File: config.mk
export PLATFORM = sky130hd
export DESIGN_NAME = pc_fetch_unit_flat
export DESIGN_NICKNAME = d
export VERILOG_FILES = /design/src/rtl/pc_fetch_unit_pkg.sv /design/src/rtl/pc_fetch_unit_if.sv /design/src/rtl/pc_fetch_unit_pc_next_sel.sv /design/src/rtl/pc_fetch_unit.sv /design/src/flat_wrapper.sv
export SDC_FILE = /design/constraint.sdc
export NUM_CORES = 1
export LEC_CHECK = 0
export ABC_AREA = 1
export CAP_MARGIN = 20
export CORE_UTILIZATION = 42
export CTS_CLUSTER_DIAMETER = 200
export DETAILED_ROUTE_END_ITERATION = 8
export PLACE_DENSITY_LB_ADDON = 0.08
export SETUP_SLACK_MARGIN = 0.2
export SLEW_MARGIN = 20
export SYNTH_ARGS = -nofsm -noshare
export SYNTH_HDL_FRONTEND = slang
export SYNTH_SLANG_ARGS = --single-unit
export TNS_END_PERCENT = 5
File: constraint.sdc
create_clock -name CLK -period 2.1 [get_ports CLK]
set_clock_uncertainty 0.1 [all_clocks]
set_input_delay 0.42 -clock CLK [delete_from_list [all_inputs] [get_ports CLK]]
set_output_delay 0.42 -clock CLK [all_outputs]
set_load 0.005 [all_outputs]
File: src/rtl/pc_fetch_unit_pkg.sv
// Shared definitions for the fetch unit: state encoding, default constants,
// IF/ID update actions and a redirect-target alignment helper.
package pc_fetch_unit_pkg;

    localparam logic [31:0] DEFAULT_RESET_PC  = 32'h0000_0000;
    localparam logic [31:0] DEFAULT_NOP_INSTR = 32'h0000_0013;
    localparam logic [31:0] PC_STEP           = 32'd4;

    localparam logic [1:0] ST_IDLE  = 2'd0;
    localparam logic [1:0] ST_FETCH = 2'd1;
    localparam logic [1:0] ST_DRAIN = 2'd2;

    typedef enum logic [1:0] {
        IFID_HOLD,
        IFID_BUBBLE,
        IFID_LOAD
    } ifid_act_e;

    // No compressed ISA, so redirect targets are always word aligned.
    function automatic logic [31:0] align_target(input logic [31:0] target);
        return target & ~32'h0000_0003;
    endfunction

endpackage

File: src/rtl/pc_fetch_unit_if.sv
// Instruction-memory read bus between the fetch unit (master) and memory (slave).
interface pc_fetch_unit_if;

    logic        IMEM_READ;
    logic [31:0] IMEM_ADDR;
    logic        IMEM_BUSYWAIT;
    logic [31:0] IMEM_READDATA;

    modport master (
        output IMEM_READ,
        output IMEM_ADDR,
        input  IMEM_BUSYWAIT,
        input  IMEM_READDATA
    );

    modport slave (
        input  IMEM_READ,
        input  IMEM_ADDR,
        output IMEM_BUSYWAIT,
        output IMEM_READDATA
    );

endinterface

File: src/rtl/pc_fetch_unit_pc_next_sel.sv
// Combinational next-PC / next-state selection for the fetch unit.
// Decides how the PC, target latch and IF/ID register move on the next edge.
module pc_fetch_unit_pc_next_sel
    import pc_fetch_unit_pkg::*;
(
    input  logic [1:0]  state_q,
    input  logic [31:0] pc_q,
    input  logic [31:0] target_q,
    input  logic        redirect,
    input  logic [31:0] redirect_target,
    input  logic        stall,
    input  logic        busywait,
    output logic [1:0]  state_d,
    output logic [31:0] pc_d,
    output logic [31:0] target_d,
    output logic        flush_d,
    output ifid_act_e   ifid_act
);

    logic [31:0] new_target;

    assign new_target = align_target(redirect_target);

    // Priority decode: redirect beats stall, stall beats busywait, then normal advance.
    always_comb begin
        state_d  = state_q;
        pc_d     = pc_q;
        target_d = target_q;
        flush_d  = 1'b0;
        ifid_act = IFID_HOLD;
        case (state_q)
            ST_IDLE: begin
                state_d = ST_FETCH;
            end
            ST_FETCH: begin
                if (redirect && !busywait) begin
                    pc_d     = new_target;
                    flush_d  = 1'b1;
                    ifid_act = IFID_BUBBLE;
                end else if (redirect) begin
                    target_d = new_target;
                    flush_d  = 1'b1;
                    ifid_act = IFID_BUBBLE;
                    state_d  = ST_DRAIN;
                end else if (stall) begin
                    ifid_act = IFID_HOLD;
                end else if (busywait) begin
                    ifid_act = IFID_BUBBLE;
                end else begin
                    pc_d     = pc_q + PC_STEP;
                    ifid_act = IFID_LOAD;
                end
            end
            ST_DRAIN: begin
                ifid_act = IFID_BUBBLE;
                if (redirect) begin
                    target_d = new_target;
                    flush_d  = 1'b1;
                end
                if (!busywait) begin
                    pc_d    = redirect ? new_target : target_q;
                    state_d = ST_FETCH;
                end
            end
            default: begin
                state_d = ST_IDLE;
            end
        endcase
    end

endmodule

File: src/rtl/pc_fetch_unit.sv
// Fetch unit top: owns the PC, drives instruction-memory reads, applies
// branch/jump redirects (including during an in-flight access) and feeds IF/ID.
module pc_fetch_unit
    import pc_fetch_unit_pkg::*;
#(
    parameter logic [31:0] RESET_PC  = DEFAULT_RESET_PC,
    parameter logic [31:0] NOP_INSTR = DEFAULT_NOP_INSTR
) (
    input  logic                   CLK,
    input  logic                   RESET,
    input  logic                   BRANCH_JUMP_MUX,
    input  logic [31:0]            BRANCH_JUMP_OUT,
    input  logic                   STALL,
    pc_fetch_unit_if.master        imem,
    output logic [31:0]            PC,
    output logic [31:0]            PC_PLUS4,
    output logic [31:0]            INSTRUCTION,
    output logic [31:0]            INSTR_PC,
    output logic                   INSTR_VALID,
    output logic                   FLUSH
);

    logic [1:0]  state_q, state_d;
    logic [31:0] pc_q, pc_d;
    logic [31:0] target_q, target_d;
    logic [31:0] instr_q, instr_d;
    logic [31:0] instr_pc_q, instr_pc_d;
    logic        instr_valid_q, instr_valid_d;
    logic        flush_q, flush_d;
    ifid_act_e   ifid_act;

    pc_fetch_unit_pc_next_sel u_next_sel (
        .state_q         (state_q),
        .pc_q            (pc_q),
        .target_q        (target_q),
        .redirect        (BRANCH_JUMP_MUX),
        .redirect_target (BRANCH_JUMP_OUT),
        .stall           (STALL),
        .busywait        (imem.IMEM_BUSYWAIT),
        .state_d         (state_d),
        .pc_d            (pc_d),
        .target_d        (target_d),
        .flush_d         (flush_d),
        .ifid_act        (ifid_act)
    );

    // Translate the selected IF/ID action into next register contents.
    always_comb begin
        instr_d       = instr_q;
        instr_pc_d    = instr_pc_q;
        instr_valid_d = instr_valid_q;
        case (ifid_act)
            IFID_BUBBLE: begin
                instr_d       = NOP_INSTR;
                instr_valid_d = 1'b0;
            end
            IFID_LOAD: begin
                instr_d       = imem.IMEM_READDATA;
                instr_pc_d    = pc_q;
                instr_valid_d = 1'b1;
            end
            default: begin
                instr_d = instr_q;
            end
        endcase
    end

    // All fetch state; reset abandons any in-flight access immediately.
    always_ff @(posedge CLK or negedge RESET) begin
        if (!RESET) begin
            state_q       <= ST_IDLE;
            pc_q          <= RESET_PC;
            target_q      <= 32'h0000_0000;
            instr_q       <= NOP_INSTR;
            instr_pc_q    <= 32'h0000_0000;
            instr_valid_q <= 1'b0;
            flush_q       <= 1'b0;
        end else begin
            state_q       <= state_d;
            pc_q          <= pc_d;
            target_q      <= target_d;
            instr_q       <= instr_d;
            instr_pc_q    <= instr_pc_d;
            instr_valid_q <= instr_valid_d;
            flush_q       <= flush_d;
        end
    end

    assign imem.IMEM_READ = (state_q != ST_IDLE);
    assign imem.IMEM_ADDR = pc_q;
    assign PC             = pc_q;
    assign PC_PLUS4       = pc_q + PC_STEP;
    assign INSTRUCTION    = instr_q;
    assign INSTR_PC       = instr_pc_q;
    assign INSTR_VALID    = instr_valid_q;
    assign FLUSH          = flush_q;

endmodule

File: src/flat_wrapper.sv
// flat-port wrapper written by rule: the top's interface ports become plain ports
module pc_fetch_unit_flat import pc_fetch_unit_pkg::*;
#(
    parameter logic [31:0] RESET_PC  = DEFAULT_RESET_PC,
    parameter logic [31:0] NOP_INSTR = DEFAULT_NOP_INSTR
)
  (CLK, RESET, BRANCH_JUMP_MUX, BRANCH_JUMP_OUT, STALL, PC, PC_PLUS4, INSTRUCTION, INSTR_PC, INSTR_VALID, FLUSH, imem_IMEM_READ, imem_IMEM_ADDR, imem_IMEM_BUSYWAIT, imem_IMEM_READDATA);
  pc_fetch_unit_if imem_i ();
  input  logic CLK;
  input  logic RESET;
  input  logic BRANCH_JUMP_MUX;
  input  logic [31:0] BRANCH_JUMP_OUT;
  input  logic STALL;
  output logic [31:0] PC;
  output logic [31:0] PC_PLUS4;
  output logic [31:0] INSTRUCTION;
  output logic [31:0] INSTR_PC;
  output logic INSTR_VALID;
  output logic FLUSH;
  output wire logic [$bits(imem_i.IMEM_READ)-1:0] imem_IMEM_READ;
  output wire logic [$bits(imem_i.IMEM_ADDR)-1:0] imem_IMEM_ADDR;
  input wire logic [$bits(imem_i.IMEM_BUSYWAIT)-1:0] imem_IMEM_BUSYWAIT;
  input wire logic [$bits(imem_i.IMEM_READDATA)-1:0] imem_IMEM_READDATA;
  assign imem_IMEM_READ = imem_i.IMEM_READ;
  assign imem_IMEM_ADDR = imem_i.IMEM_ADDR;
  assign imem_i.IMEM_BUSYWAIT = imem_IMEM_BUSYWAIT;
  assign imem_i.IMEM_READDATA = imem_IMEM_READDATA;
  pc_fetch_unit #(.RESET_PC(RESET_PC), .NOP_INSTR(NOP_INSTR)) u_core (.CLK(CLK), .RESET(RESET), .BRANCH_JUMP_MUX(BRANCH_JUMP_MUX), .BRANCH_JUMP_OUT(BRANCH_JUMP_OUT), .STALL(STALL), .imem(imem_i), .PC(PC), .PC_PLUS4(PC_PLUS4), .INSTRUCTION(INSTRUCTION), .INSTR_PC(INSTR_PC), .INSTR_VALID(INSTR_VALID), .FLUSH(FLUSH));
endmodule
==> results of run 1 <==
-- state kept, by name (all words and copies together) (netlist names) --
| register | flops |
|---|---|
| u_core.INSTR_VALID | 1 |
| u_core.state_q | 2 |
| u_core.FLUSH | 1 |
| u_core.INSTR_PC | 32 |
| u_core.target_q | 32 |
| u_core.PC | 32 |
| u_core.INSTRUCTION | 32 |
-- final cells by class --
type                       count  area share (%)
timing repair buffer         392           30.62
clock inverter                14           1.245
clock buffer                  18           3.528
tap                          220           2.263
multi-input combinational    692           32.32
sequential                   132           27.24
inverter                      81           2.777
-- synthesized netlist by cell type --
master	n	area share [%]
or2_1	1	0.087
o21ai_1	1	0.069
nand2_1	348	18
nand2_2	5	0.43
nor4_1	1	0.087
o21bai_1	1	0.10
a22oi_1	6	0.62
buf_1	2	0.10
a31oi_1	1	0.087
inv_2	5	0.26
nor2_4	4	0.62
xor2_1	6	0.73
clkbuf_1	36	1.9
a21boi_0	2	0.21
a21oi_1	15	1.0
o21ai_0	106	7.4
o211ai_1	3	0.31
buf_4	35	3.6
mux2i_1	9	1.2
dfrtp_1	129	45
xor2_2	2	0.45
and2_1	6	0.52
dfstp_2	3	1.1
inv_1	76	4.0
o22ai_1	1	0.087
nand4_1	3	0.26
nand3_1	65	4.5
nor3_1	1	0.069
buf_2	8	0.56
xnor2_1	2	0.24
ha_1	6	1.0
nor2_2	4	0.35
nand3b_1	4	0.42
nor2_1	89	4.6
-- repair_timing --
item / 4_1_cts / 5_1_grt
resized for setup: 357 / 130
hold buffers: 1 / 0
endpoints found under the hold margin: 42 / 0
buffers inserted: 34 / 17
pin swaps: 148 / 86
cloned: 0 / 0
setup endpoints to repair: 166 / 152
-- tightest hold or removal path, stage by stage --
cell	delay (ps)
buf_2	120
inv_2	100
nor3_1	70
-- power groups by stage --
stage | clock, W | sequential [W] | combinational (W)
final | 0.00295 | 0.00415 | 0.00957
after global routing | 0.00310 | 0.00425 | 0.0104
after CTS | 0.00299 | 0.00410 | 0.00885
after detailed placement | 0 | 0.00409 | 0.00850
after global placement | 0 | 0.00405 | 0.00843
after floorplan | 0 | 0.00420 | 0.00390
-- metrics by stage --
step | setup TNS (ps) | setup WS (ps) | instance area (sq um) | instances
2_1_floorplan | 0 | 160.3 | 7371 | 986
3_5_place_dp | -19000 | -299.5 | 10400 | 1465
5_1_grt | -11090 | -527.2 | 12160 | 1549
6_report | -8199 | -454.4 | 12160 | 1549
3_3_place_gp | -17250 | -298.0 | 10400 | 1465
4_1_cts | -8003 | -435.4 | 11670 | 1532
-- worst paths after layout --
check / from / endpoint / slack (ps) / cells past startpoint
worst min register to register: u_core.INSTRUCTION[4] / u_core.INSTRUCTION[4] / 370 / 2
worst min-delay path: BRANCH_JUMP_MUX / u_core.FLUSH / 230 / 3
min in group asynchronous: RESET / u_core.INSTR_PC[19] / 400 / 2
max in group asynchronous: RESET / u_core.PC[0] / 850 / 3
worst max-delay path: u_core.PC[3] / PC_PLUS4[18] / -450 / 9
worst max register to register: u_core.PC[3] / u_core.PC[26] / -180 / 17
-- placed cells by master (no fill, tap or decap), types with 4 or more instances in the layout --
cell type,netlist,layout
nand2_1,348,233
clkdlybuf4s50_1,0,128
dfrtp_1,129,124
buf_4,35,110
nand2_2,5,95
o21ai_0,106,78
nor2_1,89,72
inv_1,76,69
nand3_1,65,51
buf_6,0,47
dlygate4sd2_1,0,43
nand2_4,0,25
o21ai_1,1,22
clkbuf_16,0,17
buf_2,8,17
clkdlybuf4s15_1,0,16
nor2_2,4,13
nand3_2,0,13
a21oi_1,15,13
nor2_4,4,12
buf_12,0,12
dlymetal6s2s_1,0,10
mux2i_1,9,9
o21ai_2,0,6
xor2_2,2,6
clkinvlp_4,0,6
a22oi_1,6,6
inv_2,5,5
inv_6,0,5
clkbuf_2,0,5
dfrtp_2,0,5
nand3b_1,4,4
-- kinds of logic after synthesis --
| kind of cell | Yosys count |
|---|---|
| XOR/XNOR | 10 |
| flip-flops | 132 |
| AND/OR/NAND/NOR | 531 |
| AO/OA/AOI/OAI | 136 |
| adder cells (fa/ha/maj) | 6 |
| buffers and inverters | 162 |
| multiplexers | 9 |
-- routing by layer --
layer	track usage, %	part of all wire (%)	wire, microns
met1	39.64	45	11360
met2	44.01	47	11850
met3	4.598	5.6	1397
met4	8.940	1.5	372
met5	0	0	0
==> flow_summary.ini, run 1 <==
[power]
p_comb_share_pct = 57.4
pwr-share-clk_pct = 17.7
power.net_switching_w = 0.006731
p_total_w = 0.01666
p_per_area_nw_per_um2 = 1370
p_leak_nw = 6.042
ir_worst_vdd_mv = 0.7717
switching_share_pct = 40.40
intPower_w = 0.009930
p_seq_share_pct = 24.9

[worst_setup_path]
critPathBufInv = 3
critPathTopFamily = simple AND/OR/NAND/NOR gates
cp_cell_sequence = ha_2 > nand2_2 > nor2_4 > nand2_4 > buf_6 > nor2_4 > buf_6 > xor2_2 > buf_2
cp_slowest_cell = dfrtp_1
critical_path_arrival_ps = 2030
cp-end-kind = output port
cp_max_fo = 4
critPathKind = flop to output port
start_kind = flop
cp.required_ps = 1580
cp_slowest_stage_delay_ps = 380

[finish]
layout-drive-gt1-share_pct = 32.58
diodes = 0
seqCellArea_sq_um = 3313
final_util_pct = 73.08
areaGrowthSynthToFinish_pct = 68.74
finalNetCount = 1391
nFillCells = 1290
multi_input_area_sq_um = 3931

[logic_synthesis]
yosys_warnings = 0
ys_ff_latch = 132
synth_adder_area_share_pct = 1.041
synth-xor-area-share_pct = 1.423
synthCells = 986
synth_compound_area_share_pct = 9.894
synth-simple-area-share_pct = 30.12
synthMuxAreaShare_pct = 1.250
ys_seq_area_share_pct = 45.88
synth_top_family_by_area = simple AND/OR/NAND/NOR gates
synth.avg_cell_area_sq_um = 7.311
synth_fp_nets = 1061
yosysUniqueCellTypes = 34
netlist_area_sq_um = 7208

[timing]
post-route-period-util_pct = 121.6
hold_viol = 0
setup_slack_ps = -454.4
setup_viol = 29
hold_ws_ps = 228.7
slew_viol_final = 0
slew_headroom_pct = 64.30
finalCriticalPeriod_ps = 2554
worstMarginPinSlew_ps = 535.5
clock.fmax_ghz = 0.3915
grt_setup_unrepaired = true

[run_status]
status = complete, but fails checks
violations = negative setup slack

[floorplan]
design.portCount = 232
dieArea_sq_um = 17690
core_sq_um = 16640
chipWidth_microns = 133.0
start_util_pct = 43.31
placementRows = 47
die_h_microns = 133.0

[global_routing]
antenna_found_initial = 0
overflow = 0
track_usage_pct = 28.09
grt_max_degree = 59
grt_pass1_vias = 7162
grt_pass1_wl_microns = 38330

[placed_design]
place_hpwl_microns = 17450
gp_congestion = 0.8835
portBuffers = 229

[cts]
clkLatencyLatePin_ps = 420
clock-root-buffer = clkbuf_16
cts_buffer_depth = 2
clkTransAtPathRegs_ps = 60
htree_levels = 4
cts_made_buffers = 17
cts_tree = done
cts.sinks = 132

[detailed_routing]
vias = 7632
ant_nets = 0
drc_errors = 0
drt_first_iter_violations = 458
drt-total-wl_microns = 24980
viasPerCell = 4.927
drt-pass1-iter-count = 5
wl_per_cell_microns = 16.13

[job]
maxCapViolCount = 0

[hold_path]
worstHoldPathType = primary input to flop
Note: power is estimated with default switching activity, not from simulation.
==> inputs of run 2 (changes only) <==
--- a/config.mk
+++ b/config.mk
@@ -6,7 +6,6 @@
 export NUM_CORES = 1
 export LEC_CHECK = 0
 export ABC_AREA = 1
-export CAP_MARGIN = 20
 export CORE_UTILIZATION = 42
 export CTS_CLUSTER_DIAMETER = 200
 export DETAILED_ROUTE_END_ITERATION = 8
==> constraint.sdc (replaced) <==
create_clock -name CLK -period 2.1 [get_ports CLK]
set_clock_uncertainty 0.1 [all_clocks]
set_input_delay 0.42 -clock CLK [delete_from_list [all_inputs] [get_ports CLK]]
set_output_delay 0.42 -clock CLK [all_outputs]
set_load 0.01 [all_outputs]
==> run 2 against run 1 <==
- the flow still finishes with violations (negative setup slack)
- sequential power shrank 2%
- final cell count down 2.1%
- fmax up 3.6%
- die area unchanged
- highest routed layer unchanged
==> flow_summary.ini, run 2 (synthesized netlist as in run 1, its figures left out) <==
[finish]
areaGrowthSynthToFinish_pct = 58.43
final_util_pct = 68.62
final_cell_mix = 298 x nand2_1, 123 x dfrtp_1, 110 x clkdlybuf4s50_1
layout_commonest_cell = nand2_1
nFillCells = 1457
finalNetCount = 1358
layout-drive-gt1-share_pct = 26.00
diodes = 0
fin_cells = 1516
fin_area_sq_um = 11420

[placed_design]
dpl.cell_count = 1463
placed_area_sq_um = 10390
gp_congestion = 0.9122
place_hpwl_microns = 17330
pre_cts_ws_ps = -319.3
portBuffers = 229

[global_routing]
antenna_found_initial = 0
grt_pass1_wl_microns = 37720
track_usage_pct = 27.63
grt_pass1_vias = 6940
overflow = 0
grt_max_degree = 59

[detailed_routing]
drt-pass1-iter-count = 7
drt_first_iter_violations = 440
ant_nets = 0
viasPerCell = 4.871
drt-total-wl_microns = 23900
wl_per_cell_microns = 15.77
vias = 7385
drc_errors = 0

[worst_setup_path]
cp_max_fo = 4
critPathKind = flop to output port
cp_cell_sequence = buf_4 > buf_6 > nand2_2 > nor2_4 > nand2_2 > nor2_4 > buf_6 > nand2_1 > nand2_1 > and2_4 > buf_6
cp.required_ps = 1580
path_common_cell = buf_6
critical_path_arrival_ps = 1940
cp_slowest_stage_delay_ps = 350
start_kind = flop
cp-end-kind = output port
cp_slowest_cell = dfrtp_1

[floorplan]
design.portCount = 232
dieArea_sq_um = 17690
start_util_pct = 43.31
chipWidth_microns = 133.0
die_h_microns = 133.0
placementRows = 47
core_sq_um = 16640

[cts]
cts_buffer_depth = 2
cts_made_buffers = 17
clkLatencyLatePin_ps = 430
cts_tree = done
clkTransAtPathRegs_ps = 60
htree_levels = 4
clock-root-buffer = clkbuf_16
cts.sinks = 132

[timing]
hold_viol = 0
clock.fmax_ghz = 0.4057
slew_viol_final = 0
worstMarginPinSlew_ps = 573.1
setup_viol = 27
finalCriticalPeriod_ps = 2465
hold_ws_ps = 214.2
grt_setup_unrepaired = true
setup_slack_ps = -364.9
slew_headroom_pct = 61.79
post-route-period-util_pct = 117.4

[run_status]
status = complete, but fails checks
violations = negative setup slack

[power]
ir_worst_vdd_mv = 0.7901
p_per_area_nw_per_um2 = 1412
p_leak_nw = 5.947

[job]
maxCapViolCount = 0

[hold_path]
worstHoldPathType = primary input to flop
-- run 2: per-layer routing --
metal	part of all wire (%)	track usage (%)
met1	45	39.17
met2	46	41.80
met3	7.0	6.398
met4	1.7	8.365
met5	0	0
-- run 2: per-stage QoR --
stage                     TNS, ps  total power, W
after global routing       -10940         0.01721
after global placement     -23530         0.01299
after floorplan                 0        0.008562
final                       -6851         0.01612
after CTS                   -7000         0.01587
after detailed placement   -23540         0.01310
-- run 2: report_power, final --
group          total, W  leakage (nW)  internal [W]  switching (W)
Combinational   0.00921          4.00       0.00418        0.00503
Sequential      0.00407          1.68       0.00350       0.000574
Clock           0.00284         0.268       0.00156        0.00128
-- run 2: repair_timing --
item | in CTS | in global routing
setup endpoints to repair | 183 | 165
resized for setup | 294 | 79
endpoints found under the hold margin | 49 | 0
pin swaps | 86 | 22
hold buffers | 1 | 0
buffers inserted | 15 | 5
-- run 2: final cells by class --
type	count	area [sq um]	area share (%)
Timing Repair Buffer	359	3354	29.37
Multi-Input combinational cell	692	3588	31.42
Inverter	81	326.6	2.860
Tap cell	220	275.3	2.410
Clock buffer	17	425.4	3.725
Sequential cell	132	3314	29.02
Clock inverter	15	135.1	1.183
-- run 2: path summary, 6_finish.rpt --
check / depth (start not counted) / start / slack [ps] / end
min in group asynchronous: 2 / RESET / 440 / u_core.INSTR_PC[26]
worst min register to register: 2 / u_core.INSTRUCTION[1] / 370 / u_core.INSTRUCTION[1]
worst max register to register: 9 / u_core.state_q[1] / 50 / u_core.INSTRUCTION[1]
worst min-delay path: 3 / BRANCH_JUMP_MUX / 210 / u_core.FLUSH
worst max-delay path: 11 / u_core.PC[3] / -360 / PC_PLUS4[27]
max in group asynchronous: 3 / RESET / 850 / u_core.INSTRUCTION[0]
-- run 2: critical path, delay by kind of cell (launching register included) --
kind                   cells  cell delay (ps)
buffers and inverters      4              420
flip-flops                 1              350
AND/OR/NAND/NOR            7              730
==> inputs of run 3 (changes only) <==
--- a/config.mk
+++ b/config.mk
@@ -9,6 +9,7 @@
 export CORE_UTILIZATION = 42
 export CTS_CLUSTER_DIAMETER = 200
 export DETAILED_ROUTE_END_ITERATION = 8
+export HOLD_SLACK_MARGIN = 0.03
 export PLACE_DENSITY_LB_ADDON = 0.08
 export SETUP_SLACK_MARGIN = 0.2
 export SLEW_MARGIN = 20
==> results of run 3 <==
The final DEF is identical to that of run 2; final timing and power are the same.
